<file path="src/rtl/vga_timing_gen.sv">
// rtl/vga_timing_gen.sv - parametrised raster timing generator with line prefetch request
module vga_timing_gen #(
   parameter int   CLK_DIV    = 2,
   parameter int   H_ACTIVE   = 640,
   parameter int   H_FP       = 16,
   parameter int   H_SYNC     = 96,
   parameter int   H_BP       = 48,
   parameter int   V_ACTIVE   = 480,
   parameter int   V_FP       = 10,
   parameter int   V_SYNC     = 2,
   parameter int   V_BP       = 33,
   parameter logic HS_POL     = 1'b0,
   parameter logic VS_POL     = 1'b0,
   parameter int   FETCH_LEAD = 32,
   parameter int   X_W        = 10,
   parameter int   Y_W        = 10
) (
   input  logic           clk,
   input  logic           rst,
   input  logic           en,
   output logic           pix_ce,
   output logic [X_W-1:0] x,
   output logic [Y_W-1:0] y,
   output logic           valid,
   output logic           hsync,
   output logic           vsync,
   output logic           newline,
   output logic           newframe,
   output logic [15:0]    frame_cnt,
   output logic           line_req,
   output logic [Y_W-1:0] line_req_y
);

   localparam int H_TOTAL  = H_ACTIVE + H_FP + H_SYNC + H_BP;
   localparam int V_TOTAL  = V_ACTIVE + V_FP + V_SYNC + V_BP;
   localparam int HS_START = H_ACTIVE + H_FP;
   localparam int HS_END   = H_ACTIVE + H_FP + H_SYNC;
   localparam int VS_START = V_ACTIVE + V_FP;
   localparam int VS_END   = V_ACTIVE + V_FP + V_SYNC;
   localparam int DIV_W    = (CLK_DIV > 1) ? $clog2(CLK_DIV) : 1;

   localparam logic [DIV_W-1:0] DIV_LAST = DIV_W'(CLK_DIV - 1);
   localparam logic [X_W-1:0]   X_LAST   = X_W'(H_TOTAL - 1);
   localparam logic [X_W-1:0]   X_REQ    = X_W'(H_TOTAL - FETCH_LEAD - 1);
   localparam logic [Y_W-1:0]   Y_LAST   = Y_W'(V_TOTAL - 1);

   if ((H_TOTAL - 1) >= (1 << X_W) || (V_TOTAL - 1) >= (1 << Y_W)) begin : g_width_check
      $error("vga_timing_gen: X_W/Y_W too narrow for the raster");
   end
   if (CLK_DIV < 1 || FETCH_LEAD < 1 || FETCH_LEAD > H_TOTAL - 1) begin : g_param_check
      $error("vga_timing_gen: CLK_DIV or FETCH_LEAD out of range");
   end

   logic [DIV_W-1:0] div;
   logic             pix_q;
   logic             newline_q;
   logic             newframe_q;
   logic             line_req_q;
   logic [Y_W-1:0]   next_row;
   logic             row_ok;

   // Strobe registers freeze with the timing; gating keeps them silent while en is low.
   assign pix_ce   = pix_q & en;
   assign newline  = newline_q & en;
   assign newframe = newframe_q & en;
   assign line_req = line_req_q & en;

   assign next_row = (y == Y_LAST) ? '0 : y + Y_W'(1);
   assign row_ok   = int'(next_row) < V_ACTIVE;

   assign valid = (int'(x) < H_ACTIVE) && (int'(y) < V_ACTIVE);
   assign hsync = (int'(x) >= HS_START && int'(x) < HS_END) ? HS_POL : ~HS_POL;
   assign vsync = (int'(y) >= VS_START && int'(y) < VS_END) ? VS_POL : ~VS_POL;

   always_ff @(posedge clk) begin
      if (rst) begin
         div        <= '0;
         pix_q      <= 1'b0;
         x          <= '0;
         y          <= '0;
         frame_cnt  <= '0;
         newline_q  <= 1'b1;
         newframe_q <= 1'b1;
         line_req_q <= 1'b0;
         line_req_y <= '0;
      end else if (en) begin
         div        <= (div == DIV_LAST) ? '0 : div + DIV_W'(1);
         pix_q      <= (div == DIV_LAST);
         newline_q  <= 1'b0;
         newframe_q <= 1'b0;
         line_req_q <= 1'b0;
         if (pix_q) begin
            if (x == X_LAST) begin
               x         <= '0;
               newline_q <= 1'b1;
               if (y == Y_LAST) begin
                  y          <= '0;
                  newframe_q <= 1'b1;
                  frame_cnt  <= frame_cnt + 16'd1;
               end else begin
                  y <= y + Y_W'(1);
               end
            end else begin
               x <= x + X_W'(1);
            end
            // X_REQ never equals X_LAST, so next_row still refers to the current line.
            if (x == X_REQ && row_ok) begin
               line_req_q <= 1'b1;
               line_req_y <= next_row;
            end
         end
      end
   end

endmodule

</file>
<file path="config.mk">
export PLATFORM = sky130hd
export DESIGN_NAME = vga_timing_gen
export DESIGN_NICKNAME = d
export VERILOG_FILES = /design/src/rtl/vga_timing_gen.sv
export SDC_FILE = /design/constraint.sdc
export NUM_CORES = 1
export LEC_CHECK = 0
export ABC_AREA = 1
export ABC_CLOCK_PERIOD_IN_PS = 2300
export CAP_MARGIN = 15
export CORE_MARGIN = 3
export CORE_UTILIZATION = 46
export DETAILED_ROUTE_END_ITERATION = 12
export PLACE_DENSITY = 0.72
export SKIP_LAST_GASP = 1
export SLEW_MARGIN = 5
export SYNTH_ARGS = -nofsm -noshare
export SYNTH_HDL_FRONTEND = slang
export SYNTH_SLANG_ARGS = --single-unit
</file>
<file path="constraint.sdc">
create_clock -name clk -period 2.3 [get_ports clk]
set_clock_uncertainty 0.1 [all_clocks]
set_input_delay 0.46 -clock clk [delete_from_list [all_inputs] [get_ports clk]]
set_output_delay 0.46 -clock clk [all_outputs]
set_load 0.1 [all_outputs]
</file>
* Yosys cells after proc, flatten, opt, wreduce, memory -nomap -nowiden
Cells that the tools add are included.
Storage, ports and cells: flip-flop bits (word level) 51, word-level logic and storage cells 47, bits of input ports 3
Operators by class: multiplexer cells 12, equality and inequality tests 3, bitwise gates (word level) 4, reductions and logical operators 8, add/sub/neg operators 4, magnitude comparators 7
Operator list (count):
- 10-bit equality test (second input constant) | 3
- 10-bit by 9-bit less-than comparator with 1-bit output (second input constant) | 3
- 10-bit by 1-bit adder with 10-bit output (second input constant) | 2
- 10-bit less-than comparator (second input constant) | 2
- 10-bit 2-to-1 mux | 2
- 16-bit by 1-bit adder with 16-bit output (second input constant) | 1
- 10-bit >= comparator (second input constant) | 1
- 10-bit by 9-bit >= comparator with 1-bit output (second input constant) | 1
- 1-bit 2-to-1 mux | 10
- 3-bit AND reduction | 2
- 1-bit bitwise AND | 4
- 1-bit logical AND | 4
- 4-bit AND reduction | 1
- 2-bit AND reduction | 1
- 1-bit adder (second input constant) | 1

* Depth between registers and ports, before layout
Gate-level depths: netlist of run 1.
depth in word-level cells 6, depth in mapped cells 12, gate-level depth less buffers 11

* Worst setup path after synthesis of run 1
Ideal clock, no wire load.
kind reg2out, start reg x[8], end out valid, required time 1740 ps, stages on the path, launching flop included 3, path slack -2338 ps, data arrival time 4078 ps, path buffers 0, cell sequence dfxtp_1 > nor3_1 > nor4_1
Between the ends: word-level cells in the longest chain between the ends 2
Ends and longest elaborated chain:
- start: declaration | RTL line 22 | output logic [X_W-1:0] x,
- start signal: assignment | RTL line 104 | x <= x + X_W'(1);
- 10-bit less-than comparator | RTL line 71 | assign valid = (int'(x) < H_ACTIVE) && (int'(y) < V_ACTIVE);
- 1-bit logical AND | RTL line 71
- end: declaration | RTL line 24 | output logic valid,
Every way passes these cells.

* Worst setup path in the final report of run 1
start in en, end out pix_ce
Between the ends: word-level cells in the longest chain between the ends 1
Ends and longest elaborated chain:
- start: declaration | RTL line 20 | input logic en,
- 1-bit bitwise AND | RTL line 63 | assign pix_ce = pix_q & en;
- end: declaration | RTL line 21 | output logic pix_ce,
Every way passes these cells.

==> results of run 1 <==
[stage by stage]
step	setup TNS [ns]	instance area [um2]
3_5_place_dp	0	3440
3_3_place_gp	0	3440
2_1_floorplan	-0.106	2870
4_1_cts	0	3550
5_1_grt	0	3550
6_report	0	3550
[power groups by stage]
stage               Combinational (mW)  Clock [mW]  Sequential, mW
floorplan                       0.0529           0           0.919
global placement                0.0936           0           0.911
detailed placement              0.0936           0           0.911
CTS                             0.0943       0.587           0.890
global route                     0.100       0.616           0.892
finish                          0.0939       0.576           0.891
[flip-flops by register name, summed over array words and instances (netlist names)]
signal / cells
x: 10
line_req_y: 10
newframe_q: 1
newline_q: 1
pix_q: 1
div: 1
frame_cnt: 16
line_req_q: 1
y: 10
[layout by cell type (no fill, tap or decap), drive strengths merged]
master	Yosys	routed
nand2	114	114
buf	8	62
nor2	60	60
dfxtp	51	51
inv	47	47
a21oi	30	30
nand3	28	28
o21ai	14	14
nor3	11	11
clkbuf	2	8
o22ai	7	7
ha	5	5
xor2	4	4
nand4	4	4
xnor2	3	3
nor3b	3	3
clkdlybuf4s50	0	2
nor4	1	1
clkinv	1	1
a211oi	1	1
o21bai	1	1
a22o	1	1
and3	1	1
a21o	1	1
[per-layer routing]
metal / vias to the layer above / global-route usage
li1: 1390 / -
met1: 1256 / 0.273
met2: 62 / 0.331
met3: 5 / 0.0383
met4: 0 / 0.0351
met5: - / 0
[final cells by class]
type,count,share of cell area
clock buffers,8,0.0286
inverters,48,0.0512
multi-input cells,289,0.442
flip-flops and latches,51,0.294
well taps,72,0.0254
repair buffers,64,0.158
[logic make-up (layout without fill, tap and decap cells)]
group | Yosys count | count (layout)
compound gates | 55 | 55
flops | 51 | 51
fa+ha+maj | 5 | 5
buf+inv | 58 | 120
simple gates | 222 | 222
xor+xnor | 7 | 7
[final timing paths]
path	startpoint	end	depth (start not counted)	slack [ns]
max reg2reg	y[0]	frame_cnt[7]	10	0.48
min	newline_q	newline_q	2	0.37
max	en	pix_ce	4	0.24
min reg2reg	newline_q	newline_q	2	0.37
[worst max-delay path: stages]
cell and delay (ns):
clkdlybuf4s50_1 0.52, nand2_4 0.09, inv_1 0.22, buf_12 0.21
==> impl_metrics.json, run 1 <==
{
  "hpwl_um": 5280,
  "gp_congestion": 0.848,
  "clkSinkCount": 51,
  "avgViaCountPerCell": 5.10,
  "die_x_um": 84.2,
  "synth_top_family_by_area": "simple AND/OR/NAND/NOR gates",
  "cts_tree": "done",
  "wl_met1_um": 3330,
  "ir_worst_vdd_v": 0.000430,
  "grt_use_total": 0.199,
  "final_util": 0.621,
  "drtIter0Drc": 106,
  "synth-seq-cells": 51,
  "yosysTopAreaCellShare": 0.363,
  "grt.overflow.total": 0,
  "synth_area_leader_cell": "dfxtp_1",
  "p_comb_frac": 0.060,
  "cts_hold_buffers": 0,
  "p_switching_mw": 0.363,
  "syn_area_mm2": 0.00281,
  "p_leak_nw": 1.52,
  "synthCells": 398,
  "multiInputGateArea_mm2": 0.00157,
  "cp_data_required_time_ns": 1.74,
  "final_hold_viol_count": 0,
  "synth_most_common_cell": "nand2_1",
  "synthTopCellsByArea": "dfxtp_1, nand2_1, nor2_1",
  "dr_wl_met3_um": 379,
  "routed.top_layer": "met4",
  "slew_headroom": 0.690,
  "drt_wl_total_um": 6910,
  "antenna_found_initial": 0,
  "layout_setup_ws_ns": 0.235,
  "synth_ff_type": "dfxtp_1",
  "clkPwrFrac": 0.369,
  "synth-simple-area-share": 0.383,
  "instances_no_fill": 532,
  "grt_pass1_vias": 2585,
  "diodes": 0,
  "finalMaxSlewViolations": 0,
  "wl_met2_um": 3150,
  "grt_max_degree": 18,
  "async_reset_ff_frac": 0,
  "cp-end-kind": "output pin",
  "rsz0062_at_grt": "false",
  "cts-buffers-inserted": 5,
  "finalCritPeriodShare": 0.898,
  "fillerInstances": 562,
  "intPower_mw": 1.20,
  "ant_nets": 0,
  "p_sw_frac": 0.232,
  "synth_edf_count": 0,
  "holdCritPathClass": "reg2reg",
  "area_growth_syn_to_layout_pct": 26.0,
  "p_seq_frac": 0.571,
  "powerDensity_mw_per_mm2": 440,
  "cts_setup_buffers": 0,
  "start_util": 0.493,
  "synth-compound-area-share": 0.117,
  "num_io_pins": 56,
  "dp_slack_ns": 0.111,
  "whs_ns": 0.373,
  "vias": 2713,
  "cts-htree-levels": 2,
  "die_y_um": 84.2,
  "muxShareOfSynthArea": 0,
  "seq_area_frac_synth": 0.363,
  "path_class": "in2out",
  "cts_resized": 0,
  "netlist_top_cells_count": "nand2_1, dfxtp_1, nor2_1, inv_1, nand3_1",
  "syn-num-nets": 406,
  "dp_cells": 524,
  "grt_pass1_wl_um": 12000,
  "syn_avg_cell_area_um2": 7.07,
  "setup_violations": 0,
  "area.sequential_mm2": 0.00104,
  "crit_fanout": 6,
  "drc": 0,
  "fmax_mhz": 484,
  "synth_cell_types": 40,
  "clockBufferDepth": 2,
  "worst_pin_slew_ns": 0.463,
  "rows": 27,
  "port_buffers": 55,
  "core_area_mm2": 0.00571,
  "avgRoutedWirePerCell_um": 13.0,
  "period_minus_slack_ns": 2.06,
  "die_area_mm2": 0.00709,
  "cp-start-kind": "input pin",
  "crit_arrival_ns": 1.50,
  "drive_above_1_share": 0.280,
  "yosys_warnings": 0,
  "cts_root_buf": "clkbuf_8",
  "drv_cap": 0,
  "final_nets": 467,
  "clock_latency_ns": 0.30,
  "power.total_mw": 1.56,
  "status": "finished, final reports clean",
  "synth_fa_ha_area_frac": 0.0222,
  "synth-xor-area-share": 0.0218,
  "first_pass_iters": 4,
  "path_clk_slew_ns": 0.09
}
No activity file was read; power rests on OpenSTA's default activity.
==> inputs of run 2 (changes only) <==
- CORE_UTILIZATION: 46 -> 30
- PLACE_DENSITY: 0.72 -> default
==> run 2 against run 1 <==
  * Via count shrank 3.6%
  * Sequential cell count unchanged
  * Global-route usage decreased by 5.9 points
  * Core utilization down 22 points
  * Die area rose by 49%
  * Worst setup slack improved by 0.00051 ns
  * Worst hold slack worse by 0.017 ns
  * Sequential power about the same
  * Register-to-register slack about the same
  * First-iteration DRC count fell by 10%
  * Maximum frequency barely moved
  * Total power decreased by 2.7%
  * Highest routed layer unchanged
==> impl_metrics.json, run 2 (same netlist as run 1, synthesis figures left out) <==
{
  "clockBufferDepth": 2,
  "start_util": 0.315,
  "cts_root_buf": "clkbuf_8",
  "avgRoutedWirePerCell_um": 12.5,
  "cts_hold_buffers": 0,
  "vias": 2615,
  "final_util": 0.402,
  "fmax_mhz": 484,
  "grt.overflow.total": 0,
  "grt_pass1_vias": 2472,
  "worstPathCellList": "clkdlybuf4s50_1 > nand2_4 > inv_1 > buf_12",
  "largest_reg_flops": 16,
  "avgViaCountPerCell": 4.61,
  "clock_latency_ns": 0.31,
  "drtIter0Drc": 95,
  "port_buffers": 55,
  "tns_ns": 0,
  "area_growth_syn_to_layout_pct": 27.6,
  "power.total_mw": 1.52,
  "finalMaxSlewViolations": 0,
  "hold_depth": 1,
  "layout_common_cells": "nand2_1, buf_4, nor2_1",
  "antenna_found_initial": 0,
  "cts-htree-levels": 2,
  "multiInputGateArea_mm2": 0.00157,
  "drt_wl_total_um": 7090,
  "area.sequential_mm2": 0.00104,
  "grt_max_degree": 18,
  "crit_path_max_incr_delay_ns": 0.52,
  "cp_num_buf_inv": 3,
  "crit_arrival_ns": 1.50,
  "p_leak_nw": 1.52,
  "cp_slowest_cell": "clkdlybuf4s50_1",
  "die_x_um": 103,
  "cts_resized": 0,
  "drive_above_1_share": 0.281,
  "reg2reg_slack_ns": 0.47,
  "setup_violations": 0,
  "final_hold_viol_count": 0,
  "placed_area_mm2": 0.00351,
  "period_minus_slack_ns": 2.06,
  "cts_setup_buffers": 0,
  "worst_pin_slew_ns": 0.476,
  "powerDensity_mw_per_mm2": 423,
  "critPathTopFamily": "buffers and inverters",
  "min_to": "div",
  "die_area_mm2": 0.0106,
  "largest_register": "frame_cnt",
  "hold_path_startpoint": "div",
  "cp-start-kind": "input pin",
  "final_nets": 466,
  "rsz0062_at_grt": "false",
  "status": "finished, final reports clean",
  "ant_nets": 0,
  "rows": 34,
  "cts_tree": "done",
  "first_pass_iters": 4,
  "rr_endpoint": "frame_cnt[10]",
  "diodes": 0,
  "drc": 0,
  "r2r_cells": 10,
  "r2r-start": "frame_cnt[0]",
  "gp_congestion": 0.889,
  "holdCritPathClass": "reg2reg",
  "ir_worst_vdd_v": 0.000213,
  "final_area_mm2": 0.00359,
  "hpwl_um": 5440,
  "path_clk_slew_ns": 0.10,
  "crit_fanout": 6,
  "slew_headroom": 0.681,
  "grt_use_total": 0.140,
  "core_area_mm2": 0.00893,
  "fillerInstances": 947,
  "die_y_um": 103,
  "clkSinkCount": 51,
  "cp_data_required_time_ns": 1.74,
  "final_common_cell": "nand2_1",
  "cts-buffers-inserted": 5,
  "drv_cap": 0,
  "grt_pass1_wl_um": 12000,
  "num_io_pins": 56,
  "cp-end-kind": "output pin",
  "whs_ns": 0.356,
  "finalCritPeriodShare": 0.897,
  "path_class": "in2out"
}
[run 2: changes by cell type in the layout (fill, tap and decap cells not counted)]
cell | previous run | this run
buf_12 | 6 | 8
clkinv_2 | 1 | 2
buf_4 | 56 | 53
inv_4 | 0 | 1
clkbuf_1 | 2 | 1
clkbuf_16 | 1 | 0
[run 2: cell type report]
| class | instances | area share |
|---|---|---|
| Timing Repair Buffer | 63 | 0.161 |
| Sequential cell | 51 | 0.291 |
| Clock inverter | 2 | 0.00314 |
| Clock buffer | 6 | 0.0202 |
| Inverter | 48 | 0.0505 |
| Tap cell | 108 | 0.0376 |
| Multi-Input combinational cell | 289 | 0.437 |
[run 2: worst register-to-register path, delay by kind of cell (launching register included)]
family | cells | cell delay, ns
AND/OR/NAND/NOR | 5 | 0.69
flip-flops | 1 | 0.47
adder cells (fa/ha/maj) | 1 | 0.22
AO/OA/AOI/OAI | 2 | 0.17
buffers and inverters | 2 | 0.08
[run 2: per-layer routing]
metal | global-route usage | part of all wire | up-vias
met5 | 0 | 0 | -
met4 | 0.0378 | 0.011 | 0
met3 | 0.0244 | 0.034 | 6
met2 | 0.228 | 0.46 | 39
met1 | 0.191 | 0.49 | 1178
li1 | - | - | 1392
[run 2: power breakdown]
group / total (mW) / internal [mW] / leakage, nW / switching [mW]
combinational: 0.0933 / 0.0294 / 1.05 / 0.0639
clock: 0.535 / 0.215 / 0.0455 / 0.320
sequential: 0.891 / 0.886 / 0.420 / 0.00460
[run 2: worst max path at each step]
| stage | from | to | slack [ns] | depth (start not counted) |
|---|---|---|---|---|
| 6_report | en | pix_ce | 0.24 | 4 |
| 2_1_floorplan | x[7] | valid | -0.11 | 3 |
| 3_5_place_dp | en | line_req_y[9] | 0.1 | 9 |
| 3_3_place_gp | en | line_req_y[6] | 0.14 | 10 |
| 4_1_cts | x[7] | hsync | 0.20 | 4 |
| 5_1_grt | x[7] | hsync | 0.14 | 4 |
[run 2: through the flow]
step | setup slack [ns] | std cells
2_1_floorplan | -0.106 | 398
3_3_place_gp | 0.141 | 559
3_5_place_dp | 0.0987 | 559
4_1_cts | 0.196 | 567
5_1_grt | 0.144 | 567
6_report | 0.236 | 567
